$ cat config.mk
export PLATFORM = sky130hd
export DESIGN_NAME = axi_timer_regs
export DESIGN_NICKNAME = d
export VERILOG_FILES = /design/src/rtl/axi_timer_regs.sv
export SDC_FILE = /design/constraint.sdc
export NUM_CORES = 1
export LEC_CHECK = 0
export BUFFER_PORTS_ARGS = -buffer_cell sky130_fd_sc_hd__buf_4
export CORE_ASPECT_RATIO = 1.1
export CORE_MARGIN = 2
export CORE_UTILIZATION = 59
export CTS_CLUSTER_SIZE = 28
export DETAILED_ROUTE_END_ITERATION = 16
export GPL_ROUTABILITY_DRIVEN = 0
export GPL_TIMING_DRIVEN = 0
export MAX_ROUTING_LAYER = met4
export PLACE_DENSITY_LB_ADDON = 0.1
export SLEW_MARGIN = 20
export SYNTH_ARGS = -nofsm -noshare
export SYNTH_HDL_FRONTEND = slang
export SYNTH_SLANG_ARGS = --single-unit
$ cat constraint.sdc
create_clock -name axi_clk -period 3.9 [get_ports axi_clk]
set_clock_uncertainty 0.1 [all_clocks]
set_input_delay 0.195 -clock axi_clk [delete_from_list [all_inputs] [get_ports axi_clk]]
set_output_delay 0.195 -clock axi_clk [all_outputs]
set_load 0.05 [all_outputs]
$ cat src/rtl/axi_timer_regs.sv
// -----------------------------------------------------------------------------
// axi_timer_regs
//
// AXI4-Lite register front end for timer_core. Bus writes drive the timer's
// enable, reset_counter and prescaler controls; reads return the live counter.
// A compare register feeds a sticky match flag and a registered level irq.
//
// Ports
//   axi_clk, rst_n            clock and asynchronous active-low reset
//   s_axi_aw*                 write address channel (awaddr, awvalid, awready)
//   s_axi_w*                  write data channel (wdata, wstrb, wvalid, wready)
//   s_axi_b*                  write response channel (bresp, bvalid, bready)
//   s_axi_ar*                 read address channel (araddr, arvalid, arready)
//   s_axi_r*                  read data channel (rdata, rresp, rvalid, rready)
//   enable                    CTRL[0] to timer_core
//   reset_counter             one-cycle pulse to timer_core
//   prescaler                 PRESCALER register to timer_core
//   counter                   live count from timer_core
//   irq                       match & irq_en, registered
//
// Register map (byte offsets, bits [4:2] decoded)
//   0x00 CTRL       bit0 enable, bit1 reset_counter (write-only), bit2 irq_en
//   0x04 PRESCALER  32-bit RW
//   0x08 COUNT      RO, writes ignored with OKAY
//   0x0C COMPARE    32-bit RW
//   0x10 STATUS     bit0 match, write-1-to-clear
//   0x14..0x1C      unmapped, SLVERR
// -----------------------------------------------------------------------------
module axi_timer_regs #(
  parameter int ADDR_WIDTH = 5
) (
  input  logic                  axi_clk,
  input  logic                  rst_n,
  input  logic [ADDR_WIDTH-1:0] s_axi_awaddr,
  input  logic                  s_axi_awvalid,
  output logic                  s_axi_awready,
  input  logic [31:0]           s_axi_wdata,
  input  logic [3:0]            s_axi_wstrb,
  input  logic                  s_axi_wvalid,
  output logic                  s_axi_wready,
  output logic [1:0]            s_axi_bresp,
  output logic                  s_axi_bvalid,
  input  logic                  s_axi_bready,
  input  logic [ADDR_WIDTH-1:0] s_axi_araddr,
  input  logic                  s_axi_arvalid,
  output logic                  s_axi_arready,
  output logic [31:0]           s_axi_rdata,
  output logic [1:0]            s_axi_rresp,
  output logic                  s_axi_rvalid,
  input  logic                  s_axi_rready,
  output logic                  enable,
  output logic                  reset_counter,
  output logic [31:0]           prescaler,
  input  logic [31:0]           counter,
  output logic                  irq
);

  localparam logic [2:0] IDX_CTRL    = 3'd0;
  localparam logic [2:0] IDX_PRESC   = 3'd1;
  localparam logic [2:0] IDX_COUNT   = 3'd2;
  localparam logic [2:0] IDX_COMPARE = 3'd3;
  localparam logic [2:0] IDX_STATUS  = 3'd4;

  localparam logic [1:0] RESP_OKAY   = 2'b00;
  localparam logic [1:0] RESP_SLVERR = 2'b10;

  // Byte-lane merge of new write data into an existing register value.
  function automatic logic [31:0] merge_bytes(input logic [31:0] cur,
                                              input logic [31:0] wdat,
                                              input logic [3:0]  strb);
    logic [31:0] res;
    res = cur;
    for (int i = 0; i < 4; i++) begin
      if (strb[i]) begin
        res[8*i +: 8] = wdat[8*i +: 8];
      end else begin
        res[8*i +: 8] = cur[8*i +: 8];
      end
    end
    return res;
  endfunction

  // ---------------------------------------------------------------------------
  // State
  // ---------------------------------------------------------------------------
  logic                  aw_held_r;
  logic [ADDR_WIDTH-1:0] awaddr_r;
  logic                  w_held_r;
  logic [31:0]           wdata_r;
  logic [3:0]            wstrb_r;
  logic                  bvalid_r;
  logic [1:0]            bresp_r;

  logic                  rvalid_r;
  logic [31:0]           rdata_r;
  logic [1:0]            rresp_r;

  logic                  ctrl_enable_r;
  logic                  ctrl_irq_en_r;
  logic                  reset_counter_r;
  logic [31:0]           prescaler_r;
  logic [31:0]           compare_r;
  logic [31:0]           cnt_prev_r;
  logic                  match_r;
  logic                  irq_r;

  // ---------------------------------------------------------------------------
  // Handshakes and commit selection
  // ---------------------------------------------------------------------------
  logic                  awready_s;
  logic                  wready_s;
  logic                  arready_s;
  logic                  aw_hs_s;
  logic                  w_hs_s;
  logic                  ar_hs_s;
  logic                  commit_s;
  logic [ADDR_WIDTH-1:0] cm_addr_s;
  logic [31:0]           cm_data_s;
  logic [3:0]            cm_strb_s;
  logic [2:0]            cm_idx_s;
  logic [2:0]            rd_idx_s;

  // Readys drop while a response is pending so only one write is in flight.
  assign awready_s = !aw_held_r && !bvalid_r;
  assign wready_s  = !w_held_r  && !bvalid_r;
  assign arready_s = !rvalid_r;

  assign aw_hs_s = s_axi_awvalid && awready_s;
  assign w_hs_s  = s_axi_wvalid  && wready_s;
  assign ar_hs_s = s_axi_arvalid && arready_s;

  // Commit on the edge that completes the second half (or both halves at once).
  assign commit_s = (aw_held_r || aw_hs_s) && (w_held_r || w_hs_s);

  // Use the held copy of whichever half arrived earlier, else the live bus.
  assign cm_addr_s = aw_held_r ? awaddr_r : s_axi_awaddr;
  assign cm_data_s = w_held_r  ? wdata_r  : s_axi_wdata;
  assign cm_strb_s = w_held_r  ? wstrb_r  : s_axi_wstrb;
  assign cm_idx_s  = cm_addr_s[4:2];
  assign rd_idx_s  = s_axi_araddr[4:2];

  // Byte-offset bits [1:0] and any address bits above [4] carry no meaning.
  logic unused_addr_s;
  assign unused_addr_s = ^{cm_addr_s, s_axi_araddr};

  // ---------------------------------------------------------------------------
  // Write decode
  // ---------------------------------------------------------------------------
  logic       wr_ctrl_s;
  logic       wr_presc_s;
  logic       wr_compare_s;
  logic       wr_status_s;
  logic [1:0] wr_resp_s;

  // Select the target register of a committing write and its response code.
  always_comb begin
    wr_ctrl_s    = 1'b0;
    wr_presc_s   = 1'b0;
    wr_compare_s = 1'b0;
    wr_status_s  = 1'b0;
    wr_resp_s    = RESP_OKAY;
    if (commit_s) begin
      case (cm_idx_s)
        IDX_CTRL:    wr_ctrl_s    = 1'b1;
        IDX_PRESC:   wr_presc_s   = 1'b1;
        IDX_COUNT:   wr_resp_s    = RESP_OKAY;
        IDX_COMPARE: wr_compare_s = 1'b1;
        IDX_STATUS:  wr_status_s  = 1'b1;
        default:     wr_resp_s    = RESP_SLVERR;
      endcase
    end else begin
      wr_resp_s = RESP_OKAY;
    end
  end

  // ---------------------------------------------------------------------------
  // Read decode
  // ---------------------------------------------------------------------------
  logic [31:0] rd_data_s;
  logic [1:0]  rd_resp_s;

  // Read mux; the reset_counter bit of CTRL always reads back as zero.
  always_comb begin
    rd_data_s = 32'h0000_0000;
    rd_resp_s = RESP_OKAY;
    case (rd_idx_s)
      IDX_CTRL:    rd_data_s = {29'd0, ctrl_irq_en_r, 1'b0, ctrl_enable_r};
      IDX_PRESC:   rd_data_s = prescaler_r;
      IDX_COUNT:   rd_data_s = counter;
      IDX_COMPARE: rd_data_s = compare_r;
      IDX_STATUS:  rd_data_s = {31'd0, match_r};
      default: begin
        rd_data_s = 32'h0000_0000;
        rd_resp_s = RESP_SLVERR;
      end
    endcase
  end

  // ---------------------------------------------------------------------------
  // Sequential logic
  // ---------------------------------------------------------------------------

  // Latch address/data halves that arrive before their partner; clear on commit.
  always_ff @(posedge axi_clk or negedge rst_n) begin
    if (!rst_n) begin
      aw_held_r <= 1'b0;
      awaddr_r  <= '0;
      w_held_r  <= 1'b0;
      wdata_r   <= 32'h0000_0000;
      wstrb_r   <= 4'h0;
    end else if (commit_s) begin
      aw_held_r <= 1'b0;
      w_held_r  <= 1'b0;
    end else begin
      if (aw_hs_s) begin
        aw_held_r <= 1'b1;
        awaddr_r  <= s_axi_awaddr;
      end
      if (w_hs_s) begin
        w_held_r <= 1'b1;
        wdata_r  <= s_axi_wdata;
        wstrb_r  <= s_axi_wstrb;
      end
    end
  end

  // Write response: raised at commit, held until the master accepts it.
  always_ff @(posedge axi_clk or negedge rst_n) begin
    if (!rst_n) begin
      bvalid_r <= 1'b0;
      bresp_r  <= RESP_OKAY;
    end else if (commit_s) begin
      bvalid_r <= 1'b1;
      bresp_r  <= wr_resp_s;
    end else if (bvalid_r && s_axi_bready) begin
      bvalid_r <= 1'b0;
    end
  end

  // Read response: data captured at the AR handshake and held until rready.
  always_ff @(posedge axi_clk or negedge rst_n) begin
    if (!rst_n) begin
      rvalid_r <= 1'b0;
      rdata_r  <= 32'h0000_0000;
      rresp_r  <= RESP_OKAY;
    end else if (ar_hs_s) begin
      rvalid_r <= 1'b1;
      rdata_r  <= rd_data_s;
      rresp_r  <= rd_resp_s;
    end else if (rvalid_r && s_axi_rready) begin
      rvalid_r <= 1'b0;
    end
  end

  // Control, prescaler and compare registers; reset_counter is a one-shot.
  always_ff @(posedge axi_clk or negedge rst_n) begin
    if (!rst_n) begin
      ctrl_enable_r   <= 1'b0;
      ctrl_irq_en_r   <= 1'b0;
      reset_counter_r <= 1'b0;
      prescaler_r     <= 32'h0000_0000;
      compare_r       <= 32'h0000_0000;
    end else begin
      reset_counter_r <= wr_ctrl_s && cm_strb_s[0] && cm_data_s[1];
      if (wr_ctrl_s && cm_strb_s[0]) begin
        ctrl_enable_r <= cm_data_s[0];
        ctrl_irq_en_r <= cm_data_s[2];
      end
      if (wr_presc_s) begin
        prescaler_r <= merge_bytes(prescaler_r, cm_data_s, cm_strb_s);
      end
      if (wr_compare_s) begin
        compare_r <= merge_bytes(compare_r, cm_data_s, cm_strb_s);
      end
    end
  end

  // Sticky match on a fresh arrival at COMPARE; a new match beats a W1C clear.
  always_ff @(posedge axi_clk or negedge rst_n) begin
    if (!rst_n) begin
      cnt_prev_r <= 32'h0000_0000;
      match_r    <= 1'b0;
      irq_r      <= 1'b0;
    end else begin
      cnt_prev_r <= counter;
      if ((counter != cnt_prev_r) && (counter == compare_r)) begin
        match_r <= 1'b1;
      end else if (wr_status_s && cm_strb_s[0] && cm_data_s[0]) begin
        match_r <= 1'b0;
      end
      irq_r <= match_r && ctrl_irq_en_r;
    end
  end

  // ---------------------------------------------------------------------------
  // Outputs
  // ---------------------------------------------------------------------------
  assign s_axi_awready = awready_s;
  assign s_axi_wready  = wready_s;
  assign s_axi_arready = arready_s;
  assign s_axi_bvalid  = bvalid_r;
  assign s_axi_bresp   = bresp_r;
  assign s_axi_rvalid  = rvalid_r;
  assign s_axi_rdata   = rdata_r;
  assign s_axi_rresp   = rresp_r;
  assign enable        = ctrl_enable_r;
  assign reset_counter = reset_counter_r;
  assign prescaler     = prescaler_r;
  assign irq           = irq_r;

endmodule

### Word level (Yosys, flattened, before mapping)

Index checks and enable logic that the tools add are counted.

| storage, ports and cells | value |
|---|---|
| word-level logic and storage cells | 98 |
| output and inout bits | 76 |
| register bits | 182 |
| bits of input ports | 85 |

| cells by class | value |
|---|---|
| bitwise operators | 1 |
| muxes and demuxes | 24 |
| reductions and logical operators | 39 |
| eq/ne operators | 10 |

Operators by type and width:

| cell | count |
|---|---|
| 32-bit case mux with 5 select lines | 1 |
| 32-bit equality test | 1 |
| 32-bit two-way mux | 1 |
| 32-bit != test | 1 |
| 2-bit AND reduction | 10 |
| 1-bit two-way mux | 18 |
| 1-bit logical AND | 14 |
| 3-bit by 2-bit equality test with 1-bit output, second input constant | 4 |
| 2-bit nonzero test | 5 |
| 5-bit OR reduction | 2 |
| 3-bit by 1-bit equality test with 1-bit output, second input constant | 2 |
| 3-bit equality test, second input constant | 2 |
| 3-bit logical NOT | 2 |
| 5-bit two-way mux | 1 |
| 1-bit logical NOT | 4 |
| 2-bit two-way mux | 2 |
| 4-bit two-way mux | 1 |
| 1-bit logical OR | 2 |
| 1-bit NOT | 1 |

### Longest topological paths before layout

Gate-level depths: netlist of the first run.

| logic depth | value |
|---|---|
| word-level depth | 10 |
| gate-level depth with buffers | 6 |
| depth with buffers taken out | 5 |

### Worst setup path before layout of the first run

No wires, ideal clock.

| path | value |
|---|---|
| path kind | reg-to-reg |
| start | register bvalid_r, in the netlist s_axi_bvalid |
| end | register wdata_r[0] |
| data arrival time | 2.380 ns |
| cell stages (with the launch flop) | 6 |
| clock period less this slack | 2.605 ns |
| data required time | 3.675 ns |
| path slack | 1.295 ns |
| cell sequence | dfrtp_1 -> nor2_1 -> and3_1 -> buf_2 -> buf_2 -> mux2_2 |

| between the ends | value |
|---|---|
| longest elaborated chain between the ends | 7 |
| elaborated cells on any way between the ends | 10 |
| classes of those cells | bitwise (1); reduce/logical (9) |

RTL lines:

| what | line | source |
|---|---|---|
| start, declared | 91 | `logic bvalid_r;` |
| start signal, assigned | 230 | `bvalid_r <= 1'b0;` |
| start signal, assigned | 233 | `bvalid_r <= 1'b1;` |
| start signal, assigned | 236 | `bvalid_r <= 1'b0;` |
| 1-bit logical NOT | 124 | `assign awready_s = !aw_held_r && !bvalid_r;` |
| 1-bit logical AND | 124 |  |
| net s_axi_awready | 36 | `output logic s_axi_awready,` |
| 1-bit logical AND | 128 | `assign aw_hs_s = s_axi_awvalid && awready_s;` |
| 1-bit logical OR | 133 | `assign commit_s = (aw_held_r \|\| aw_hs_s) && (w_held_r \|\| w_hs_s);` |
| 1-bit logical AND | 133 |  |
| 1-bit NOT (no source line) | -- |  |
| 2-bit AND reduction (no source line) | -- |  |
| end signal, assigned | 221 | `wdata_r <= s_axi_wdata;` |
| end, declared | 89 | `logic [31:0] wdata_r;` |

The timed path passes the listed nets, and every way through them passes these cells.
A chain may end at the register's enable or synchronous reset.

### Final worst setup path of the first run

| path | value |
|---|---|
| start | register w_held_r |
| end | register compare_r[7] |

| between the ends | value |
|---|---|
| longest elaborated chain between the ends | 7 |
| elaborated cells on any way between the ends | 9 |
| classes of those cells | mux (3); reduce/logical (6) |

RTL lines:

| what | line | source |
|---|---|---|
| start, declared | 88 | `logic w_held_r;` |
| start signal, assigned | 208 | `w_held_r <= 1'b0;` |
| start signal, assigned | 213 | `w_held_r <= 1'b0;` |
| start signal, assigned | 220 | `w_held_r <= 1'b1;` |
| 1-bit logical NOT | 125 | `assign wready_s = !w_held_r && !bvalid_r;` |
| 1-bit logical AND | 125 |  |
| 1-bit logical AND | 129 | `assign w_hs_s = s_axi_wvalid && wready_s;` |
| 1-bit logical OR | 133 |  |
| 1-bit logical AND | 133 |  |
| 1-bit two-way mux | 162 | `if (commit_s) begin` |
| 2-bit AND reduction (no source line) | -- |  |
| end signal, assigned | 273 | `compare_r <= merge_bytes(compare_r, cm_data_s, cm_strb_s);` |
| end, declared | 102 | `logic [31:0] compare_r;` |

Parallel ways exist; a longest one is shown, timed or not.

==> qor.yml, run 1 <==
grt_pass1_wl_mm: 35.0
grtUsageTotal_pct: 32.6
areaGrowthSynthToFinish_pct: 35.0
tightestPinTransition_ns: 0.960
clk_latency_ns: 0.43
tns_ns: 0
die_h_um: 127
synth_area_leaders: "dfrtp_1 55%, mux2_2 23%, xnor2_1 6.9%"
dieArea_mm2: 0.0146
outcome: "completed"
cts_root_buf: "clkbuf_16"
holdWs_ns: 0.0723
yosysUniqueCellTypes: 34
setup_violations: 0
clk_path_buf_depth: 2
cap_viol_max_count: 0
cp.required_ns: 4.11
wl_met1_mm: 9.06
num_rows: 44
max_freq_ghz: 0.385
post_cts_buffers: 0
worst_ep_arrival_time_ns: 2.81
yosysWarnings: 0
drv_slew: 0
post-synth-top-area-cell: "dfrtp_1"
top_layer: "met4"
final_common_cell: "dfrtp_1"
cts_resized: 0
antennaDiodeCount: 0
drt_iter0_markers: 467
hold_violations: 0
synth_ff_type: "dfrtp_1"
wl_met2_mm: 11.1
wirelength_mm: 22.1
io_buffers: 152
finalCriticalPeriod_ns: 2.60
multiInputGateArea_mm2: 0.00349
seqCellArea_mm2: 0.00445
die_x_um: 116
via_per_inst: 5.72
worstPathMaxFanout: 10
synthArstFlopShare_pct: 100
power_mw: 7.90
mappedNetlistArea_mm2: 0.00808
path_clk_slew_ns: 0.06
cts_tree: "yes"
ant_nets: 0
cts.hold.buffers_added: 75
antenna_found_initial: 0
postSynthAreaPerCell_um2: 13.2
min_path_type: "in -> reg"
wl_met3_mm: 1.35
first_global_vias: 6482
core-area_mm2: 0.0133
period_share_pct: 66.6
vias: 6050
synthCells: 613
cts_buffers: 17
io_pins: 161
gr-total-overflow: 0
synth_edf_count: 0
fillCellCount: 763
route.detailed.drc: 0
peakVddDrop_v: 0.000658
layout-drive-gt1-share_pct: 42.8
yosysTopAreaCellShare_pct: 55.1
grt_max_degree: 96
cp-end-kind: "register"
worstSetupPathType: "reg -> reg"
layout_common_cells: "178 x dfrtp_1, 168 x mux2_2, 153 x buf_4, 75 x dlygate4sd3_1, 64 x xnor2_1"
nets: 946
dp_hpwl_mm: 14.9
start_util_pct: 60.9
slew_headroom_pct: 36.0
yosysSeqAreaShare_pct: 55.1
wire_per_inst_um: 20.9
critPathLaunchType: "register"
power.density_mw_per_mm2: 724
cts.sinks: 178
drt_pass1_iterations: 5
leakagePower_nw: 4.90
rsz0062_at_grt: "false"
synth_seq_cells: 178
cts.htree.levels: 4
==> area by class of cell <==
cell class	count	area share [%]
flip-flops and latches	178	40.9
multi-input cells	403	32.0
repair buffers	228	17.7
clock buffers	23	4.48
well taps	184	2.11
clock inverters	9	1.61
plain buffers	30	1.18
inverters	3	0.103
==> cell usage after synthesis, drive strengths merged, types with 2 or more instances <==
cell / instances
dfrtp: 178
mux2: 171
xnor2: 64
nand2: 45
o21ai: 35
a22oi: 30
nand4: 16
buf: 15
clkbuf: 15
nor2: 8
nor4: 5
nor2b: 4
nor3: 4
inv: 3
a22o: 2
and2: 2
mux2i: 2
mux4: 2
nand3: 2
==> report_power, final <==
group,leakage (nW),switching [mW],internal [mW]
clock network,0.319,0.703,1.20
registers,2.24,0.453,2.44
logic,2.34,1.78,1.31
==> state kept, by name (all words and copies together) (netlist names), 3 cells and up <==
register and count:
compare_r 32, wdata_r 32, cnt_prev_r 32, prescaler 32, awaddr_r 3, wstrb_r 4, s_axi_rdata 32
==> final timing paths <==
check                          startpoint              to  slack [ns]  cells past startpoint
min in group asynchronous           rst_n       aw_held_r        0.25                      2
setup reg to reg                 w_held_r    compare_r[7]        1.30                      5
max in group asynchronous           rst_n   prescaler[20]        2.58                      3
hold reg to reg            s_axi_bresp[1]  s_axi_bresp[1]        0.38                      2
hold / removal              s_axi_awvalid     awaddr_r[2]        0.07                      3
setup / recovery                 w_held_r    compare_r[7]        1.30                      5
==> critical path, stage by stage, from the launching register on <==
cell	delay [ns]
dfrtp_1	0.31
buf_2	0.20
buf_2	0.36
buf_1	0.76
mux2_2	0.44
mux2_1	0.29
==> metrics by stage <==
stage / std cells / utilization, % / setup WS, ns / cell area [um^2]
floorplan: 614 / - / 1.30 / 8080
global placement: 950 / 71.3 / 1.45 / 9450
detailed placement: 951 / 71.5 / 1.38 / 9490
CTS: 1058 / 82.2 / 1.35 / 10900
global route: 1058 / 82.2 / 1.25 / 10900
finish: 1058 / 82.2 / 1.30 / 10900
==> per-layer routing <==
layer,global-route usage (%),vias up
li1,-,2687
met1,41.8,3059
met2,52.1,250
met3,5.59,54
met4,12.6,0
met5,-,-
==> cells by family (layout without fill, tap and decap cells) <==
family,count (synthesis),count (layout),synth area share [%]
DFF,178,178,55.1
muxes,175,175,24.6
xor gates and xnor gates,64,64,6.94
and+or+nand+nor,89,89,5.70
buffers and inverters,33,293,1.73
other,1,2,0.0464
AOI/OAI and AO/OA,73,73,5.81
Note: power is estimated with default switching activity, not from simulation.
==> inputs of run 2 (changes only) <==
ABC_AREA = 1   (was unset)
CORE_UTILIZATION = 56   (was 59)
clock period = 2.5 ns   (was 3.9 ns; I/O delays follow)
==> run 2 against run 1 <==
Net effect: sequential share of layout area decreased by 0.94 points; utilization decreased by 5.5 points; critical path depth increased by 1; clock-buffer cell count increased by 2; maximum frequency increased by 23%; area after synthesis increased by 4.0%; total power increased by 50%; routed wire length increased by 2.8%; synthesized cell count increased by 67%; non-clock buffer count increased by 9; design area increased by 2.4%; final cell count increased by 39%; critical path type unchanged; critical endpoint is now prescaler[27]; highest routed layer unchanged.
==> qor.yml, run 2 <==
cp_cell_sequence: "inv_2, clkbuf_1, clkbuf_1, nand2_1, o21ai_0, o21ai_1"  # was buf_2, buf_2, buf_1, mux2_2, mux2_1
yosysMostFrequentCell: "nand2_1"  # was dfrtp_1
via_per_inst: 5.18  # was 5.72
fillCellCount: 1060  # was 763
core-area_mm2: 0.0146  # was 0.0133 mm^2
power_mw: 11.8  # was 7.90 mW
seqCellArea_mm2: 0.00445  # unchanged
critPathMaxStageDelay_ns: 0.45  # was 0.76 ns
mappedNetlistArea_mm2: 0.00840  # was 0.00808 mm^2
synth_ff_type: "dfrtp_1"  # unchanged
nets: 1356  # was 946
yosysWarnings: 0  # unchanged
worstPathMaxFanout: 10  # unchanged
synthArstFlopShare_pct: 100  # unchanged
outcome: "completed"  # unchanged
worstSetupPathType: "reg -> reg"  # unchanged
postSynthAreaPerCell_um2: 8.23  # was 13.2 um^2
leakagePower_nw: 5.63  # was 4.90 nW
dieArea_mm2: 0.0160  # was 0.0146 mm^2
post-synth-top-area-cell: "dfrtp_1"  # unchanged
dp_hpwl_mm: 16.0  # was 14.9 mm
layout_common_cells: "343 x nand2_1, 178 x dfrtp_1, 156 x buf_4, 136 x o21ai_0, 116 x inv_1"  # was 178 x dfrtp_1, 168 x mux2_2, 153 x buf_4, 75 x dlygate4sd3_1, 64 x xnor2_1
start_util_pct: 57.7  # was 60.9%
crit_buf_inv: 3  # unchanged
crit_family: "buffers and inverters"  # unchanged
drt_pass1_iterations: 5  # unchanged
yosysTopAreaCellShare_pct: 53.0  # was 55.1%
gr-total-overflow: 0  # unchanged
drt_iter0_markers: 552  # was 467
io_pins: 161  # unchanged
wire_per_inst_um: 15.4  # was 20.9 um
synth_seq_cells: 178  # unchanged
first_global_vias: 7163  # was 6,482
wirelength_mm: 22.8  # was 22.1 mm
clk_latency_ns: 0.43  # about the same
path_clk_slew_ns: 0.06  # about the same
layout-drive-gt1-share_pct: 19.3  # was 42.8%
power.density_mw_per_mm2: 1060  # was 724 mW/mm^2
hold_violations: 0  # unchanged
worst_ep_arrival_time_ns: 2.29  # was 2.81 ns
post_dp_cell_area_mm2: 0.00984  # was 0.00949 mm^2
synthTopCellsByCount: "343 x nand2_1, 178 x dfrtp_1, 136 x o21ai_0"  # was 178 x dfrtp_1, 168 x mux2_2, 64 x xnor2_1
setup_violations: 0  # unchanged
synthCells: 1021  # was 613
yosysSeqAreaShare_pct: 53.0  # was 55.1%
synth_area_leaders: "dfrtp_1 53%, nand2_1 15%, o21ai_0 8.1%"  # was dfrtp_1 55%, mux2_2 23%, xnor2_1 6.9%
areaGrowthSynthToFinish_pct: 32.8  # was 35.0%
cts_buffers: 17  # unchanged
cp-end-kind: "register"  # unchanged
final_common_cell: "nand2_1"  # was dfrtp_1
period_share_pct: 84.2  # was 66.6%
grt_pass1_wl_mm: 36.7  # was 35.0 mm
vias: 7646  # was 6,050
slew_headroom_pct: 54.1  # was 36.0%
drv_slew: 0  # unchanged
cp.required_ns: 2.69  # was 4.11 ns
rsz0062_at_grt: "false"  # unchanged
cap_viol_max_count: 0  # unchanged
yosysUniqueCellTypes: 33  # was 34
synth_edf_count: 0  # unchanged
cts_root_buf: "clkbuf_16"  # unchanged
tightestPinTransition_ns: 0.688  # was 0.960 ns
grt_max_degree: 91  # was 96
ant_nets: 0  # unchanged
die_x_um: 121  # was 116 um
cts_resized: 0  # unchanged
antenna_found_initial: 0  # unchanged
cpMostUsedCell: "clkbuf_1"  # was buf_2
tns_ns: 0  # unchanged
critPathLaunchType: "register"  # unchanged
clk_path_buf_depth: 2  # unchanged
cts.sinks: 178  # unchanged
max_freq_ghz: 0.475  # was 0.385 GHz
route.detailed.drc: 0  # unchanged
min_path_type: "in -> reg"  # unchanged
cts_tree: "yes"  # unchanged
finalCriticalPeriod_ns: 2.11  # was 2.60 ns
io_buffers: 154  # was 152
antennaDiodeCount: 0  # unchanged
multiInputGateArea_mm2: 0.00330  # was 0.00349 mm^2
cts.htree.levels: 4  # unchanged
peakVddDrop_v: 0.000888  # was 0.000658 V
num_rows: 46  # was 44
grtUsageTotal_pct: 30.2  # was 32.6%
die_h_um: 132  # was 127 um
fin_area_mm2: 0.0112  # was 0.0109 mm^2
cp_slowest_cell: "dfrtp_1"  # was buf_1
-- run 2: worst register-to-register path, cell delays in order (launching register included) --
cell	delay, ns
dfrtp_1	0.45
inv_2	0.14
clkbuf_1	0.37
clkbuf_1	0.43
nand2_1	0.08
o21ai_0	0.25
o21ai_1	0.15
-- run 2: final timing paths --
kind | slack [ns] | cells after the start | from | to
setup / recovery | 0.39 | 6 | w_held_r | prescaler[27]
hold / removal | 0.03 | 5 | s_axi_wvalid | w_held_r
setup reg to reg | 0.39 | 6 | w_held_r | prescaler[27]
hold reg to reg | 0.38 | 2 | wdata_r[22] | wdata_r[22]
max in group asynchronous | 1.23 | 3 | rst_n | s_axi_rdata[0]
min in group asynchronous | 0.19 | 2 | rst_n | wdata_r[3]
-- run 2: what timing repair did --
action                    in CTS  in global routing
buffers inserted               0                  0
hold buffers                  75                  0
hold endpoints to repair     171                  0
-- run 2: where the power goes --
part	internal, mW	switching, mW	leakage [nW]
Clock	1.59	1.05	0.279
Combinational	1.48	3.20	3.11
Sequential	3.78	0.729	2.25
-- run 2: cells by family (layout without fill, tap and decap cells) --
logic type	Yosys count	after routing	synth area share (%)
DFF	178	178	53.0
muxes	3	3	0.387
and+or+nand+nor	410	410	19.6
other	1	2	0.0446
buffers and inverters	160	421	7.82
xor gates and xnor gates	33	33	3.44
AOI/OAI and AO/OA	236	236	15.7
-- run 2: metrics by stage --
stage          hold slack, ns  util, %  setup slack [ns]  std cells
6_report               0.0321     76.6             0.394       1475
5_1_grt                0.0584     76.6             0.182       1475
4_1_cts                0.0182     76.6             0.430       1475
3_5_place_dp           0.0819     67.6             0.422       1369
3_3_place_gp            0.161     67.3             0.158       1368
2_1_floorplan          -0.271        -             0.456       1022
-- run 2: routing by layer --
layer	wire, um	part of all wire (%)	global-route usage, %	up-vias
li1	-	-	-	3721
met1	10100	44	41.3	3588
met2	10800	47	46.0	298
met3	1420	6.2	5.82	39
met4	486	2.1	9.56	0
met5	0	0	-	-
-- run 2: area by class of cell --
class / count / area share [%]
buffer: 37 / 1.75
clock buffer: 25 / 4.17
clock inverter: 6 / 0.942
inverter: 123 / 4.14
multi-input combinational: 684 / 29.5
sequential: 178 / 39.9
tap: 192 / 2.15
timing repair buffer: 230 / 17.4
